<file path="src/rtl/psum_accumulator_if.sv">
// ----------------------------------------------------------------------------
// psum_accumulator_if
// Purpose : bundles the pixel-configuration, partial-sum and result-handshake
//           signals of psum_accumulator into one interface.
// Signals :
//   start, num_groups, bias, act_mode, relu6_max : per-pixel configuration
//   psum_in, psum_valid                           : partial-sum stream
//   out_data, out_valid, out_ready, out_sat       : result handshake
//   busy                                          : accumulator not in IDLE
// Modports: master = stimulus/consumer side, slave = accumulator side.
// ----------------------------------------------------------------------------
interface psum_accumulator_if #(
   parameter int DATA_WIDTH = 14
);
   logic                         start;
   logic [7:0]                   num_groups;
   logic signed [DATA_WIDTH-1:0] bias;
   logic [1:0]                   act_mode;
   logic signed [DATA_WIDTH-1:0] relu6_max;
   logic signed [DATA_WIDTH-1:0] psum_in;
   logic                         psum_valid;
   logic signed [DATA_WIDTH-1:0] out_data;
   logic                         out_valid;
   logic                         out_ready;
   logic                         out_sat;
   logic                         busy;

   modport master (
      output start, num_groups, bias, act_mode, relu6_max, psum_in, psum_valid,
      output out_ready,
      input  out_data, out_valid, out_sat, busy
   );

   modport slave (
      input  start, num_groups, bias, act_mode, relu6_max, psum_in, psum_valid,
      input  out_ready,
      output out_data, out_valid, out_sat, busy
   );
endinterface

</file>
<file path="src/rtl/psum_accumulator.sv">
// ----------------------------------------------------------------------------
// psum_accumulator
// Purpose : accumulates num_groups signed partial sums for one output pixel,
//           adds a bias, clamps to the signed DATA_WIDTH range, applies an
//           optional ReLU / ReLU6 activation and presents the result through
//           a valid/ready handshake.
// Ports   :
//   clk  - rising-edge clock
//   rst  - synchronous active-high reset
//   bus  - psum_accumulator_if.slave (configuration, psum stream, result)
// Parameters:
//   DATA_WIDTH - width of psum, bias and result (signed)
//   ACC_WIDTH  - internal signed accumulator width
// ----------------------------------------------------------------------------
module psum_accumulator #(
   parameter int DATA_WIDTH = 14,
   parameter int ACC_WIDTH  = 22
) (
   input  logic                 clk,
   input  logic                 rst,
   psum_accumulator_if.slave    bus
);

   localparam logic [2:0] ST_IDLE  = 3'd0;
   localparam logic [2:0] ST_ACCUM = 3'd1;
   localparam logic [2:0] ST_BIAS  = 3'd2;
   localparam logic [2:0] ST_ACT   = 3'd3;
   localparam logic [2:0] ST_HOLD  = 3'd4;

   // Clamp bounds expressed at accumulator width for the range compare, and
   // at data width for the clamped result.
   localparam logic signed [ACC_WIDTH-1:0] ACC_MAX =
      {{(ACC_WIDTH-DATA_WIDTH+1){1'b0}}, {(DATA_WIDTH-1){1'b1}}};
   localparam logic signed [ACC_WIDTH-1:0] ACC_MIN =
      {{(ACC_WIDTH-DATA_WIDTH+1){1'b1}}, {(DATA_WIDTH-1){1'b0}}};
   localparam logic signed [DATA_WIDTH-1:0] DATA_MAX = {1'b0, {(DATA_WIDTH-1){1'b1}}};
   localparam logic signed [DATA_WIDTH-1:0] DATA_MIN = {1'b1, {(DATA_WIDTH-1){1'b0}}};
   localparam logic signed [DATA_WIDTH-1:0] DATA_ZERO = {DATA_WIDTH{1'b0}};

   logic [2:0]                   state_q,    state_d;
   logic signed [ACC_WIDTH-1:0]  acc_q,      acc_d;
   logic [7:0]                   cnt_q,      cnt_d;
   logic [7:0]                   ngrp_q,     ngrp_d;
   logic signed [DATA_WIDTH-1:0] bias_q,     bias_d;
   logic [1:0]                   act_q,      act_d;
   logic signed [DATA_WIDTH-1:0] r6max_q,    r6max_d;
   logic signed [DATA_WIDTH-1:0] out_data_q, out_data_d;
   logic                         out_valid_q, out_valid_d;
   logic                         out_sat_q,  out_sat_d;
   logic                         busy_q,     busy_d;

   logic signed [ACC_WIDTH-1:0]  psum_ext_s;
   logic signed [ACC_WIDTH-1:0]  bias_ext_s;
   logic signed [DATA_WIDTH-1:0] clamp_s;
   logic                         clamp_sat_s;
   logic signed [DATA_WIDTH-1:0] act_s;

   assign psum_ext_s = {{(ACC_WIDTH-DATA_WIDTH){bus.psum_in[DATA_WIDTH-1]}}, bus.psum_in};
   assign bias_ext_s = {{(ACC_WIDTH-DATA_WIDTH){bias_q[DATA_WIDTH-1]}}, bias_q};

   // Saturate the accumulator into the signed DATA_WIDTH range.
   always_comb begin
      clamp_s     = acc_q[DATA_WIDTH-1:0];
      clamp_sat_s = 1'b0;
      if (acc_q > ACC_MAX) begin
         clamp_s     = DATA_MAX;
         clamp_sat_s = 1'b1;
      end else if (acc_q < ACC_MIN) begin
         clamp_s     = DATA_MIN;
         clamp_sat_s = 1'b1;
      end else begin
         clamp_s     = acc_q[DATA_WIDTH-1:0];
         clamp_sat_s = 1'b0;
      end
   end

   // Activation runs on the clamped value; out_sat reflects only the clamp.
   always_comb begin
      act_s = clamp_s;
      case (act_q)
         2'b01: begin
            if (clamp_s[DATA_WIDTH-1]) begin
               act_s = DATA_ZERO;
            end else begin
               act_s = clamp_s;
            end
         end
         2'b10: begin
            if (clamp_s[DATA_WIDTH-1]) begin
               act_s = DATA_ZERO;
            end else if (clamp_s > r6max_q) begin
               act_s = r6max_q;
            end else begin
               act_s = clamp_s;
            end
         end
         default: act_s = clamp_s;
      endcase
   end

   // Control FSM and datapath next-state.
   always_comb begin
      state_d     = state_q;
      acc_d       = acc_q;
      cnt_d       = cnt_q;
      ngrp_d      = ngrp_q;
      bias_d      = bias_q;
      act_d       = act_q;
      r6max_d     = r6max_q;
      out_data_d  = out_data_q;
      out_valid_d = out_valid_q;
      out_sat_d   = out_sat_q;
      case (state_q)
         ST_IDLE: begin
            // A psum_valid coinciding with start is deliberately dropped.
            if (bus.start) begin
               acc_d   = {ACC_WIDTH{1'b0}};
               cnt_d   = 8'd0;
               ngrp_d  = (bus.num_groups == 8'd0) ? 8'd1 : bus.num_groups;
               bias_d  = bus.bias;
               act_d   = bus.act_mode;
               r6max_d = bus.relu6_max;
               state_d = ST_ACCUM;
            end else begin
               state_d = ST_IDLE;
            end
         end
         ST_ACCUM: begin
            if (bus.psum_valid) begin
               acc_d = acc_q + psum_ext_s;
               cnt_d = cnt_q + 8'd1;
               if (cnt_q == (ngrp_q - 8'd1)) begin
                  state_d = ST_BIAS;
               end else begin
                  state_d = ST_ACCUM;
               end
            end else begin
               state_d = ST_ACCUM;
            end
         end
         ST_BIAS: begin
            acc_d   = acc_q + bias_ext_s;
            state_d = ST_ACT;
         end
         ST_ACT: begin
            out_data_d  = act_s;
            out_sat_d   = clamp_sat_s;
            out_valid_d = 1'b1;
            state_d     = ST_HOLD;
         end
         ST_HOLD: begin
            if (bus.out_ready) begin
               out_valid_d = 1'b0;
               state_d     = ST_IDLE;
            end else begin
               state_d = ST_HOLD;
            end
         end
         default: begin
            out_valid_d = 1'b0;
            state_d     = ST_IDLE;
         end
      endcase
      busy_d = (state_d != ST_IDLE);
   end

   // State registers with synchronous reset taking priority over all inputs.
   always_ff @(posedge clk) begin
      if (rst) begin
         state_q     <= ST_IDLE;
         acc_q       <= {ACC_WIDTH{1'b0}};
         cnt_q       <= 8'd0;
         ngrp_q      <= 8'd1;
         bias_q      <= DATA_ZERO;
         act_q       <= 2'b00;
         r6max_q     <= DATA_ZERO;
         out_data_q  <= DATA_ZERO;
         out_valid_q <= 1'b0;
         out_sat_q   <= 1'b0;
         busy_q      <= 1'b0;
      end else begin
         state_q     <= state_d;
         acc_q       <= acc_d;
         cnt_q       <= cnt_d;
         ngrp_q      <= ngrp_d;
         bias_q      <= bias_d;
         act_q       <= act_d;
         r6max_q     <= r6max_d;
         out_data_q  <= out_data_d;
         out_valid_q <= out_valid_d;
         out_sat_q   <= out_sat_d;
         busy_q      <= busy_d;
      end
   end

   assign bus.out_data  = out_data_q;
   assign bus.out_valid = out_valid_q;
   assign bus.out_sat   = out_sat_q;
   assign bus.busy      = busy_q;

endmodule

</file>
<file path="src/flat_wrapper.sv">
// flat-port wrapper written by rule: the top's interface ports become plain ports
module psum_accumulator_flat 
#(
   parameter int DATA_WIDTH = 14,
   parameter int ACC_WIDTH  = 22
)
  (clk, rst, bus_start, bus_num_groups, bus_bias, bus_act_mode, bus_relu6_max, bus_psum_in, bus_psum_valid, bus_out_ready, bus_out_data, bus_out_valid, bus_out_sat, bus_busy);
  psum_accumulator_if #(.DATA_WIDTH(DATA_WIDTH)) bus_i ();
  input  logic clk;
  input  logic rst;
  input wire logic [$bits(bus_i.start)-1:0] bus_start;
  input wire logic [$bits(bus_i.num_groups)-1:0] bus_num_groups;
  input wire logic [$bits(bus_i.bias)-1:0] bus_bias;
  input wire logic [$bits(bus_i.act_mode)-1:0] bus_act_mode;
  input wire logic [$bits(bus_i.relu6_max)-1:0] bus_relu6_max;
  input wire logic [$bits(bus_i.psum_in)-1:0] bus_psum_in;
  input wire logic [$bits(bus_i.psum_valid)-1:0] bus_psum_valid;
  input wire logic [$bits(bus_i.out_ready)-1:0] bus_out_ready;
  output wire logic [$bits(bus_i.out_data)-1:0] bus_out_data;
  output wire logic [$bits(bus_i.out_valid)-1:0] bus_out_valid;
  output wire logic [$bits(bus_i.out_sat)-1:0] bus_out_sat;
  output wire logic [$bits(bus_i.busy)-1:0] bus_busy;
  assign bus_i.start = bus_start;
  assign bus_i.num_groups = bus_num_groups;
  assign bus_i.bias = bus_bias;
  assign bus_i.act_mode = bus_act_mode;
  assign bus_i.relu6_max = bus_relu6_max;
  assign bus_i.psum_in = bus_psum_in;
  assign bus_i.psum_valid = bus_psum_valid;
  assign bus_i.out_ready = bus_out_ready;
  assign bus_out_data = bus_i.out_data;
  assign bus_out_valid = bus_i.out_valid;
  assign bus_out_sat = bus_i.out_sat;
  assign bus_busy = bus_i.busy;
  psum_accumulator #(.DATA_WIDTH(DATA_WIDTH), .ACC_WIDTH(ACC_WIDTH)) u_core (.clk(clk), .rst(rst), .bus(bus_i));
endmodule
</file>
<file path="config.mk">
export PLATFORM = sky130hd
export DESIGN_NAME = psum_accumulator_flat
export DESIGN_NICKNAME = d
export VERILOG_FILES = /design/src/rtl/psum_accumulator_if.sv /design/src/rtl/psum_accumulator.sv /design/src/flat_wrapper.sv
export SDC_FILE = /design/constraint.sdc
export NUM_CORES = 1
export LEC_CHECK = 0
export ABC_AREA = 1
export ABC_CLOCK_PERIOD_IN_PS = 5800
export CORE_ASPECT_RATIO = 0.6
export CORE_MARGIN = 3
export CORE_UTILIZATION = 47
export DETAILED_ROUTE_END_ITERATION = 8
export GPL_TIMING_DRIVEN = 0
export PLACE_DENSITY = 0.7
export SETUP_SLACK_MARGIN = 0.4
export SLEW_MARGIN = 15
export SYNTH_ARGS = -nofsm -noshare
export SYNTH_HDL_FRONTEND = slang
export SYNTH_SLANG_ARGS = --single-unit
export TNS_END_PERCENT = 50
</file>
<file path="constraint.sdc">
create_clock -name clk -period 5.8 [get_ports clk]
set_input_delay 0.87 -clock clk [delete_from_list [all_inputs] [get_ports clk]]
set_output_delay 0.87 -clock clk [all_outputs]
set_load 0.01 [all_outputs]
</file>
== Yosys cells after proc, flatten, opt, wreduce, memory -nomap -nowiden ==
Index checks and enable logic that the tools add are counted.

* Register bits: 88
* Output and inout bits: 17

* $add $sub $neg: 4
* $lt $le $gt $ge: 3
* Equal/unequal tests: 10
* Multiplexer cells: 22
* Bitwise gates (word level): 1
* Reduce and logical (&&, ||, !) cells: 10

{| class="wikitable"
|+ Operators with widths
! kind !! number
|-
| case mux 22 bit (3 select lines) || 1
|-
| 2-to-1 mux 14 bit || 4
|-
| adder 22 x 14 -> 22 bit || 2
|-
| 2-to-1 mux 22 bit || 2
|-
| case mux 14 bit (2 select lines) || 1
|-
| 2-to-1 mux 8 bit || 3
|-
| > comparator 22 x 14 -> 1 bit (second input constant) || 1
|-
| less-than comparator 22 x 14 -> 1 bit (second input constant) || 1
|-
| case mux 8 bit (2 select lines) || 1
|-
| case mux 3 bit (5 select lines) || 1
|-
| > comparator 14 bit || 1
|-
| 2-to-1 mux 13 bit || 1
|-
| adder 8 x 1 -> 8 bit (second input constant) || 1
|-
| == test 8 bit || 1
|-
| zero test 8 bit || 1
|-
| subtractor 8 x 1 -> 8 bit (second input constant) || 1
|-
| == test 3 x 2 -> 1 bit (second input constant) || 2
|-
| != test 2 bit (second input constant) || 3
|-
| AND reduction 3 bit || 2
|-
| nonzero test 3 bit || 2
|-
| 2-to-1 mux 1 bit || 4
|-
| 2-to-1 mux 2 bit || 2
|-
| AND reduction 2 bit || 2
|-
| == test 3 x 1 -> 1 bit (second input constant) || 1
|-
| 9 further kinds || 9
|}

== Logic depth before layout (Yosys ltp) ==
Gate-level depths: netlist of the first run.

* Depth in word-level cells: 7
* Depth in mapped cells: 25
* Depth with buffers taken out: 23

== Worst setup path after synthesis of the first run ==
OpenSTA, ideal clock, no wires.

* Path type: reg2reg
* Start: register u_core.state_q[2]
* End: register u_core.acc_q[10]
* Setup time: 0.132 ns
* Arrival: 2.663 ns
* Data required time: 5.668 ns
* Setup slack: 3.005 ns
* Cell stages (with the launch flop): 18
* Path buffers: 2
* Clock period less this slack: 2.795 ns
* Path through: dfxtp_1 > inv_1 > nand3_1 > buf_2 > clkbuf_1 > nand2_1 > o21ai_0 > ha_1 > inv_1 > fa_1 > nor3_1 > nor2_1 > o21ai_1 > nand3_1 > nand2_1 > nand2_1 > nand3_1 > a21oi_1

* Longest elaborated chain between the ends: 3
* Elaborated cells between the ends (all ways): 8
* Classes of those cells: 4 x eq/ne; 1 x mux; 3 x reduce/logical

{| class="wikitable"
|+ RTL lines
! item !! line !! source
|-
| start: declaration || psum_accumulator.sv:40 || <nowiki>logic [2:0] state_q, state_d;</nowiki>
|-
| start signal: assignment || psum_accumulator.sv:182 || <nowiki>state_q <= state_d;</nowiki>
|-
| == test 3 x 1 -> 1 bit, or another cell as far along || psum_accumulator.sv:113 || <nowiki>case (state_q)</nowiki>
|-
| != test 2 bit (no source line) or nonzero test 3 bit (tied branches) || - ||
|-
| AND reduction 3 bit (no source line) || - ||
|-
| end signal: assignment || psum_accumulator.sv:171 || <nowiki>acc_q <= {ACC_WIDTH{1'b0}};</nowiki>
|-
| end: declaration || psum_accumulator.sv:41 || <nowiki>logic signed [ACC_WIDTH-1:0] acc_q, acc_d;</nowiki>
|}

Several ways; a longest one is shown, not always the timed one.
A chain may end at the register's enable or synchronous reset.

== Worst setup path in the final report of the first run ==
* Start: register u_core.state_q[2]
* End: register u_core.acc_q[14]

The elaborated chain is that of the path after synthesis.

==> results of run 1 <==
-- path summary, 6_finish.rpt --
kind	startpoint	to	slack, ps
min reg2reg	u_core.bias_q[1]	u_core.bias_q[1]	450
min	u_core.bias_q[1]	u_core.bias_q[1]	450
max	u_core.state_q[2]	u_core.acc_q[14]	2390
max reg2reg	u_core.state_q[2]	u_core.acc_q[14]	2390
-- worst register-to-register path, cell delays in order, from the launching register on --
cell	delay [ps]
sky130_fd_sc_hd__dfxtp_1	370
sky130_fd_sc_hd__inv_1	110
sky130_fd_sc_hd__nand3_1	140
sky130_fd_sc_hd__buf_2	220
sky130_fd_sc_hd__clkbuf_1	310
sky130_fd_sc_hd__nand2_1	80
sky130_fd_sc_hd__o21ai_0	110
sky130_fd_sc_hd__ha_1	300
sky130_fd_sc_hd__inv_1	100
sky130_fd_sc_hd__fa_1	430
sky130_fd_sc_hd__nor3_1	240
sky130_fd_sc_hd__nor2_1	120
sky130_fd_sc_hd__o21ai_0	420
sky130_fd_sc_hd__a21boi_1	120
sky130_fd_sc_hd__o21ai_1	110
sky130_fd_sc_hd__a21oi_1	80
-- per-layer routing --
| layer | routed length [microns] | track usage | part of all wire |
|---|---|---|---|
| met2 | 6020 | 0.320 | 0.35 |
| met3 | 1610 | 0.0543 | 0.095 |
| met1 | 9300 | 0.426 | 0.55 |
| met5 | 0 | 0 | 0 |
| met4 | 87 | 0.0427 | 0.0051 |
-- where the power goes --
part           internal (mW)  total [mW]  switching, mW  leakage [nW]
combinational          0.172       0.480          0.308          2.10
clock                  0.337       0.597          0.260         0.143
sequential             0.637       0.658         0.0208         0.719
total                   1.15        1.73          0.588          2.96
-- synthesized netlist by cell type, drive strengths merged (12+ instances only) --
| cell type | n |
|---|---|
| nand2 | 191 |
| ha | 39 |
| nor3 | 13 |
| dfxtp | 88 |
| clkbuf | 17 |
| nor2 | 75 |
| a31oi | 12 |
| a21oi | 104 |
| o21ai | 91 |
| buf | 16 |
| nand3 | 54 |
| nand4 | 13 |
| xor2 | 12 |
| inv | 93 |
-- area by class of cell --
cell class	count	area (sq um)
buffer	33	158
clock buffer	10	229
clock inverter	6	68.8
fill	1112	4630
inverter	95	357
multi-input combinational	642	3470
sequential	88	1760
tap	160	200
timing repair buffer	72	721
-- through the flow --
step | setup WS (ps) | hold slack (ps)
2_1_floorplan | 3000 | 425
3_3_place_gp | 2270 | 442
3_5_place_dp | 2270 | 444
4_1_cts | 2410 | 454
5_1_grt | 1990 | 475
6_report | 2390 | 453
-- registers in the layout, indices dropped and copies added, names as in the netlist --
name                  cells
u_core.acc_q             22
u_core.bias_q            14
u_core.bus.out_data      14
u_core.r6max_q           14
u_core.cnt_q              8
u_core.ngrp_q             8
u_core.state_q            3
u_core.act_q              2
u_core.bus.busy           1
u_core.bus.out_sat        1
u_core.bus.out_valid      1
-- logic make-up after synthesis --
logic type / Yosys count
and+or+nand+nor: 362
DFF: 88
adders and majority gates: 40
buffers and inverters: 128
AOI/OAI and AO/OA: 223
xor gates and xnor gates: 17
==> results.md, run 1 <==
Layout:
- Leaving out fill and tap cells, the most frequent cells in the layout are sky130_fd_sc_hd__nand2_1, sky130_fd_sc_hd__a21oi_1, sky130_fd_sc_hd__dfxtp_1.
- Once layout is done, the placed cells without fillers occupy approximately 0.0070 sq mm.
- Relative to the synthesized area, the layout overhead comes to 21.2%.
- The library cell used most frequently in the layout, excluding fill and tap cells, is sky130_fd_sc_hd__nand2_1.
- At the end of the flow the core is filled with cells to 0.601.
- The fraction of layout cells with a size suffix above 1 is 0.0677.
- The antenna diode count is 0.
- Excluding fillers, the count of instances in the completed layout stands at roughly 1.1k.
- The net count of the finished layout is roughly 1.0k.

Timing:
- The share of the cycle needed by the critical path after routing is 0.588.
- Based on the critical path, the design can be clocked at up to ~0.3 GHz.
- The largest clock skew in the final design is just under 8 ps.
- The final number of setup-violating endpoints is 0.
- The worst path needs 3410 ps of the cycle, external delays included.
- In this run the tightest slew margin relative to its limit is 0.472.
- The slew at the pin closest to its max-slew limit is between 700 and 800 ps.
- Summed over all failing endpoints, the final setup total negative slack is 0 ps.
- The hold violation total from the final report came to 0.
- The max-slew violation count came to 0.
- Setup repair after global routing left no endpoint under its margin.

Synth:
- The most frequently used flop master after synthesis is sky130_fd_sc_hd__dfxtp_1.
- The largest area contributor in the synthesized netlist is sky130_fd_sc_hd__dfxtp_1.
- By area, the combinational part of the netlist is dominated by simple AND/OR/NAND/NOR gates.
- The flip-flop and latch count after synthesis is roughly 90.
- Of the total synthesized cell area, the portion taken by AND, OR, NAND and NOR gates is 0.284.
- The share of the synthesized area in compound gates (AO/OA/AOI/OAI) is 0.206.
- The post-synthesis instance total is about 860.
- Yosys attributes the largest share of cell area to sky130_fd_sc_hd__dfxtp_1, sky130_fd_sc_hd__nand2_1, sky130_fd_sc_hd__a21oi_1.
- The multiplexer share of the synthesized area is 0.
- The share of flip-flops with an asynchronous set or reset after synthesis is 0.
- The xor and xnor fraction of the mapped netlist area is 0.0259.
- The post-synth net total is between 900 and 1k.
- The sequential element share of the synthesized area is 0.306.
- The total standard cell area after synthesis is 0.00575 sq mm.
- Of the total synthesized cell area, the portion taken by full adders, half adders and majority gates is 0.0884.
- A synthesized cell averages 6.70 sq um.
- The number of warning messages in the yosys log is 0.
- The number of distinct library cell variants in the gate-level netlist after synthesis is between 40 and 50.
- Yosys mapped a number of flops with a built-in enable equal to 0.
- Of the post-synthesis cell area, the dominant cell type holds 0.306.

Global route:
- Entering global routing, the biggest net connects 16 pins.
- The all-layer global routing usage is 0.253.
- The via count of the first global-routing pass is between 5k and 6k.
- The global-route wire length before repair is ~27,000 microns.
- After global routing the overflow that remains totals 0.
- The number of antenna violations at the first check in global routing is 0.

Die:
- From left edge to right edge, the die measures 149 microns.
- The initial core utilization is 0.496.
- The floorplan step set the die height to 91.7 microns.
- The number of core rows is 30.
- After floorplanning, the core was sized to cover 0.0116 sq mm.
- In this run the count of I/O pins placed on the die edge is 74.
- The die covers roughly 0.014 sq mm.

Worst setup path:
- The endpoint type of the worst setup path is a flop.
- The largest fanout on the critical path is 10.
- The depth of the worst register-to-register path is 15.
- The critical path goes through inv_1, nand3_1, buf_2, clkbuf_1, nand2_1, o21ai_0, ha_1, inv_1, fa_1, nor3_1, nor2_1, o21ai_0, a21boi_1, o21ai_1, a21oi_1.
- STA puts the critical path data required time at about 6000 ps.
- The longest individual stage delay on the worst path is ~430 ps.
- Data on the critical path arrives at its endpoint at around 3600 ps.
- By startpoint and endpoint, the worst setup path is classified as reg2reg.
- For this design, the slowest cell found on the critical path is sky130_fd_sc_hd__fa_1.
- The cell depth of the worst setup path is 15.
- The cell class contributing the biggest share of worst-path delay is compound AO/OA/AOI/OAI gates.
- The critical path startpoint category is a flop.
- The sum of buffers and inverters on the critical path is 4.

Detailed routing:
- The average wire length per cell after detail routing is between 15 and 20 microns.
- The post-route antenna net violation count is 0.
- In the routed design, unresolved DRC markers number 0.
- After the first detailed-routing iteration, the DRC count stood at between 400 and 500.
- The via total after detailed routing is 5,924.
- Summed over all layers, the routed wires come to 17,000 microns.
- The number of detailed-route iterations in the first pass is 5.
- After detailed routing, the number of vias per cell comes to between 5 and 6.

Clocking:
- The number of buffers between clock root and the deepest sink is 2.
- In this run the post-CTS setup repair buffer count came out at 0.
- The number of resized instances in the post-cts repair step is 0.
- The number of buffers created by CTS is 9.
- The clock transition at the registers of the reported paths is roughly 70 ps.
- The source-to-sink clock delay at the later pin of the worst-skew pair is ~350 ps.
- The tree built by TritonCTS fans out to 88 sinks.
- The clock tree from TritonCTS is done.
- The count of hold-fix buffers inserted at cts is 0.
- The CTS H-tree depth is 3.
- The cell sitting at the root of the clock tree is a sky130_fd_sc_hd__clkbuf_16.

Pwr:
- The largest voltage drop on the vdd net is between 150 and 200 uV.
- The total power after layout is roughly 1.7 mW.
- The standby leakage power is 2.96 nW.
- Dividing total power by cell area gives a power density of approximately 250 mW/mm^2.

Placement:
- Input and output buffers added on the ports amount to 72.
- The number of placed instances, taps included, is 1,090.
- The final weighted congestion in routability-driven placement is between 0.9 and 1.
- The placed cell area is approximately 0.0067 sq mm.
- The post-detailed-placement half-perimeter wirelength is 13,600 microns.

Min path:
- The path class of the lowest-slack min-delay path is reg2reg.
- Counting instances, the worst hold path has a depth of 2.

Outcome:
- The run finished with clean final reports.

Flow run:
- Max-cap violations in this run came to 0.
(Power assumes the default switching activity.)
==> run 2: changes to the inputs <==
--- a/config.mk
+++ b/config.mk
@@ -6,7 +6,7 @@
 export NUM_CORES = 1
 export LEC_CHECK = 0
 export ABC_AREA = 1
-export ABC_CLOCK_PERIOD_IN_PS = 5800
+export ABC_CLOCK_PERIOD_IN_PS = 3400
 export CORE_ASPECT_RATIO = 0.6
 export CORE_MARGIN = 3
 export CORE_UTILIZATION = 47
==> constraint.sdc (replaced) <==
create_clock -name clk -period 3.4 [get_ports clk]
set_input_delay 0.51 -clock clk [delete_from_list [all_inputs] [get_ports clk]]
set_output_delay 0.51 -clock clk [all_outputs]
set_load 0.01 [all_outputs]
==> results.md, run 2 (synthesized netlist as in run 1, its figures left out) <==
Die:
- The initialized floorplan defines 30 standard-cell rows.
- The core area is ~0.012 sq mm.
- The die height is between 90 and 100 microns.
- The width of the die is between 100 and 150 microns.
- The floorplan die area is between 0.01 and 0.015 sq mm.
- For this configuration, the core starts out at a cell density of 0.496.
- The number of top-level pins is 74.

Timing:
- Setup repair after global routing left no endpoint under its margin.
- The final total negative setup slack is 0 ps.
- The final number of setup-violating endpoints is 0.
- Derived from the worst setup path, the maximum achievable clock frequency is roughly 0.35 GHz.
- In the finished design, the share of the clock period the worst path needs comes to 0.843.
- The worst slew margin relative to its limit is 0.479.
- The slew at the pin closest to its max-slew limit is between 700 and 800 ps.
- The final period demand of the worst path is roughly 2900 ps.
- The hold violation total from the final report is 0.
- Between clock sinks in the finished design, the worst skew comes to approximately 9.6 ps.
- The max-slew violation count was 0.

Worst setup path:
- Walking the worst path, the cells encountered are nor2_4, nand2_2, nor4_4, nor2_4, inv_2, buf_6, buf_6, nand2_1, ha_1, nand2_2, nor2_1, nand2_1, nand3_2, nand2_2, nand2_2, nand2_1, nand3_2, buf_4, clkinv_2, nand3_1, a31oi_1.
- The critical path in this run is classified as reg2reg.
- The worst setup path is captured at a flop.
- Among cell families on the critical path, the largest total delay comes from simple AND/OR/NAND/NOR gates.
- Along the worst path, the maximum fanout reaches 9.
- Among the stages of the critical path, the cell type that occurs most often is sky130_fd_sc_hd__nand2_2.
- Data on the critical path is required at its endpoint by 3670 ps.
- The sum of buffers and inverters on the critical path is 5.
- Among all stages on the critical path, the largest delay is contributed by sky130_fd_sc_hd__dfxtp_4.
- The data arrival time of the critical path is around 3100 ps.
- The largest single stage delay on the critical path is between 300 and 400 ps.
- The critical path startpoint category is a flop.

Clocking:
- The tree is rooted in a sky130_fd_sc_hd__clkbuf_16.
- The clock tree from TritonCTS is done.
- After clock tree synthesis, the clock-pin slew on the worst setup and hold paths is approximately 70 ps.
- The source-to-sink clock delay at the later pin of the worst-skew pair is ~350 ps.
- The CTS H-tree depth is 3.
- The number of buffers between clock root and the deepest sink is 2.
- The tree built by TritonCTS fans out to 88 sinks.
- The number of buffers created by CTS is 9.

Detailed routing:
- The wire length reported by the detailed router is around 18,000 microns.
- Dividing the detail-routed wire length by the instance count gives 15.7 microns.
- In the routed design, unresolved DRC markers number 0.
- The detailed-route vias per instance is ~5.4.
- The post-route antenna net violation count is 0.
- The via total after detailed routing is ~6k.
- The number of detailed-route iterations in the first pass is 5.
- The first routing iteration left 441 violations.

Layout:
- The library cell used most frequently in the layout, excluding fill and tap cells, is sky130_fd_sc_hd__nand2_1.
- The flip-flop count of the largest register after layout is 22.
- Compared with the post-synthesis result, the final layout area differs by 26.7%.
- The flip-flop and latch area is roughly 0.0018 sq mm.
- After routing the design area is ~0.0073 sq mm.
- Leaving out fill and tap cells, the most frequent cells in the layout are sky130_fd_sc_hd__nand2_1, sky130_fd_sc_hd__a21oi_1, sky130_fd_sc_hd__inv_1.
- Summing all multi-input logic gate instances after layout gives 0.00367 sq mm.
- u_core.acc_q holds more flip-flops than any other register.
- Counting the fill cells in the layout gives ~1.1k.
- The fraction of layout cells with a size suffix above 1 is 0.127.
- The antenna diode count is 0.
- After the last flow step, the layout net total stands at 1,048.

Global route:
- Across every metal layer, demand over resource in global routing totals 0.253.
- The number of antenna violations at the first check in global routing was 0.
- The via count of the first global-routing pass was between 5k and 6k.
- The total congestion overflow after global routing is 0.
- The first global-routing pass estimated roughly 27,000 microns of wire.
- Entering global routing, the biggest net connects 16 pins.

Pwr:
- Across the VDD grid, the largest voltage drop is 265 uV.
- In this run the power density over the cells is 422 mW/mm^2.
- The analysis attributes to cell leakage a power of between 3 and 4 nW.

Placement:
- The count of port buffers added during placement is a little over 70.
- The post-detailed-placement half-perimeter wirelength is between 10,000 and 15,000 microns.
- Once placement finished, the instance area stood at roughly 0.0067 sq mm.
- Routability-driven placement finished with a final weighted congestion of roughly 0.97.

Min path:
- The path class of the lowest-slack min-delay path is reg2reg.

Flow run:
- Max-cap violations in this run came to 0.

Outcome:
- The flow ran to the end, and the final reports show no timing, DRC or antenna violations.
[run 2: cell types whose count changed in the layout (fill, tap and decap cells not counted), sizes merged]
| cell | previous run | this run |
|---|---|---|
| buf | 16 | 26 |
[run 2: what timing repair did]
action / 4_1_cts / 5_1_grt
endpoints found under the setup margin: 22 / 29
hold buffers: 0 / 0
pin swaps: 1 / 10
resized for setup: 11 / 68
buffers inserted: 2 / 8
[run 2: layout make-up]
cell class	count	share of cell area
Multi-Input combinational cell	642	0.505
Inverter	95	0.0491
Buffer	33	0.0239
Timing Repair Buffer	82	0.110
Clock buffer	10	0.0314
Tap cell	160	0.0275
Sequential cell	88	0.244
Clock inverter	6	0.00945
[run 2: worst paths after layout]
path	slack, ps	start	to	cells after the start
worst max-delay path	530	u_core.acc_q[18]	u_core.bus.out_data[5]	21
worst min register to register	450	u_core.bias_q[2]	u_core.bias_q[2]	2
worst max register to register	530	u_core.acc_q[18]	u_core.bus.out_data[5]	21
worst min-delay path	450	u_core.bias_q[2]	u_core.bias_q[2]	2
[run 2: layer usage]
layer  track usage  share of wire
met1         0.426           0.54
met2         0.320           0.36
met3        0.0543          0.096
met4        0.0427         0.0060
met5             0              0
[run 2: worst register-to-register path, stage by stage, from the launching register on]
cell                       delay [ps]
sky130_fd_sc_hd__dfxtp_4          370
sky130_fd_sc_hd__nor2_4           110
sky130_fd_sc_hd__nand2_2           70
sky130_fd_sc_hd__nor4_4           280
sky130_fd_sc_hd__nor2_4            90
sky130_fd_sc_hd__inv_2             90
sky130_fd_sc_hd__buf_6            130
sky130_fd_sc_hd__buf_6            120
sky130_fd_sc_hd__nand2_1           80
sky130_fd_sc_hd__ha_1             280
sky130_fd_sc_hd__nand2_2           80
sky130_fd_sc_hd__nor2_1            40
sky130_fd_sc_hd__nand2_1           80
sky130_fd_sc_hd__nand3_2           80
sky130_fd_sc_hd__nand2_2          120
sky130_fd_sc_hd__nand2_2           70
sky130_fd_sc_hd__nand2_1           80
sky130_fd_sc_hd__nand3_2           80
sky130_fd_sc_hd__buf_4            150
sky130_fd_sc_hd__clkinv_2         120
sky130_fd_sc_hd__nand3_1          100
sky130_fd_sc_hd__a31oi_1          190
[run 2: where the power goes]
group / total [mW] / leakage, nW / switching, mW / internal (mW)
logic: 0.932 / 2.18 / 0.575 / 0.356
registers: 1.12 / 0.723 / 0.0371 / 1.09
clock network: 1.02 / 0.143 / 0.446 / 0.574
total: 3.08 / 3.05 / 1.06 / 2.02
[run 2: metrics by stage]
step | total power [mW] | util | hold WS (ps) | setup WS (ps) | std cells
3_3_place_gp | 1.94 | 0.575 | 442 | 43.7 | 1090
4_1_cts | 2.96 | 0.603 | 454 | 351 | 1108
5_1_grt | 3.23 | 0.628 | 475 | 321 | 1116
2_1_floorplan | 1.70 | - | 425 | 605 | 858
6_report | 3.08 | 0.628 | 454 | 533 | 1116
3_5_place_dp | 1.95 | 0.575 | 444 | 51.8 | 1090
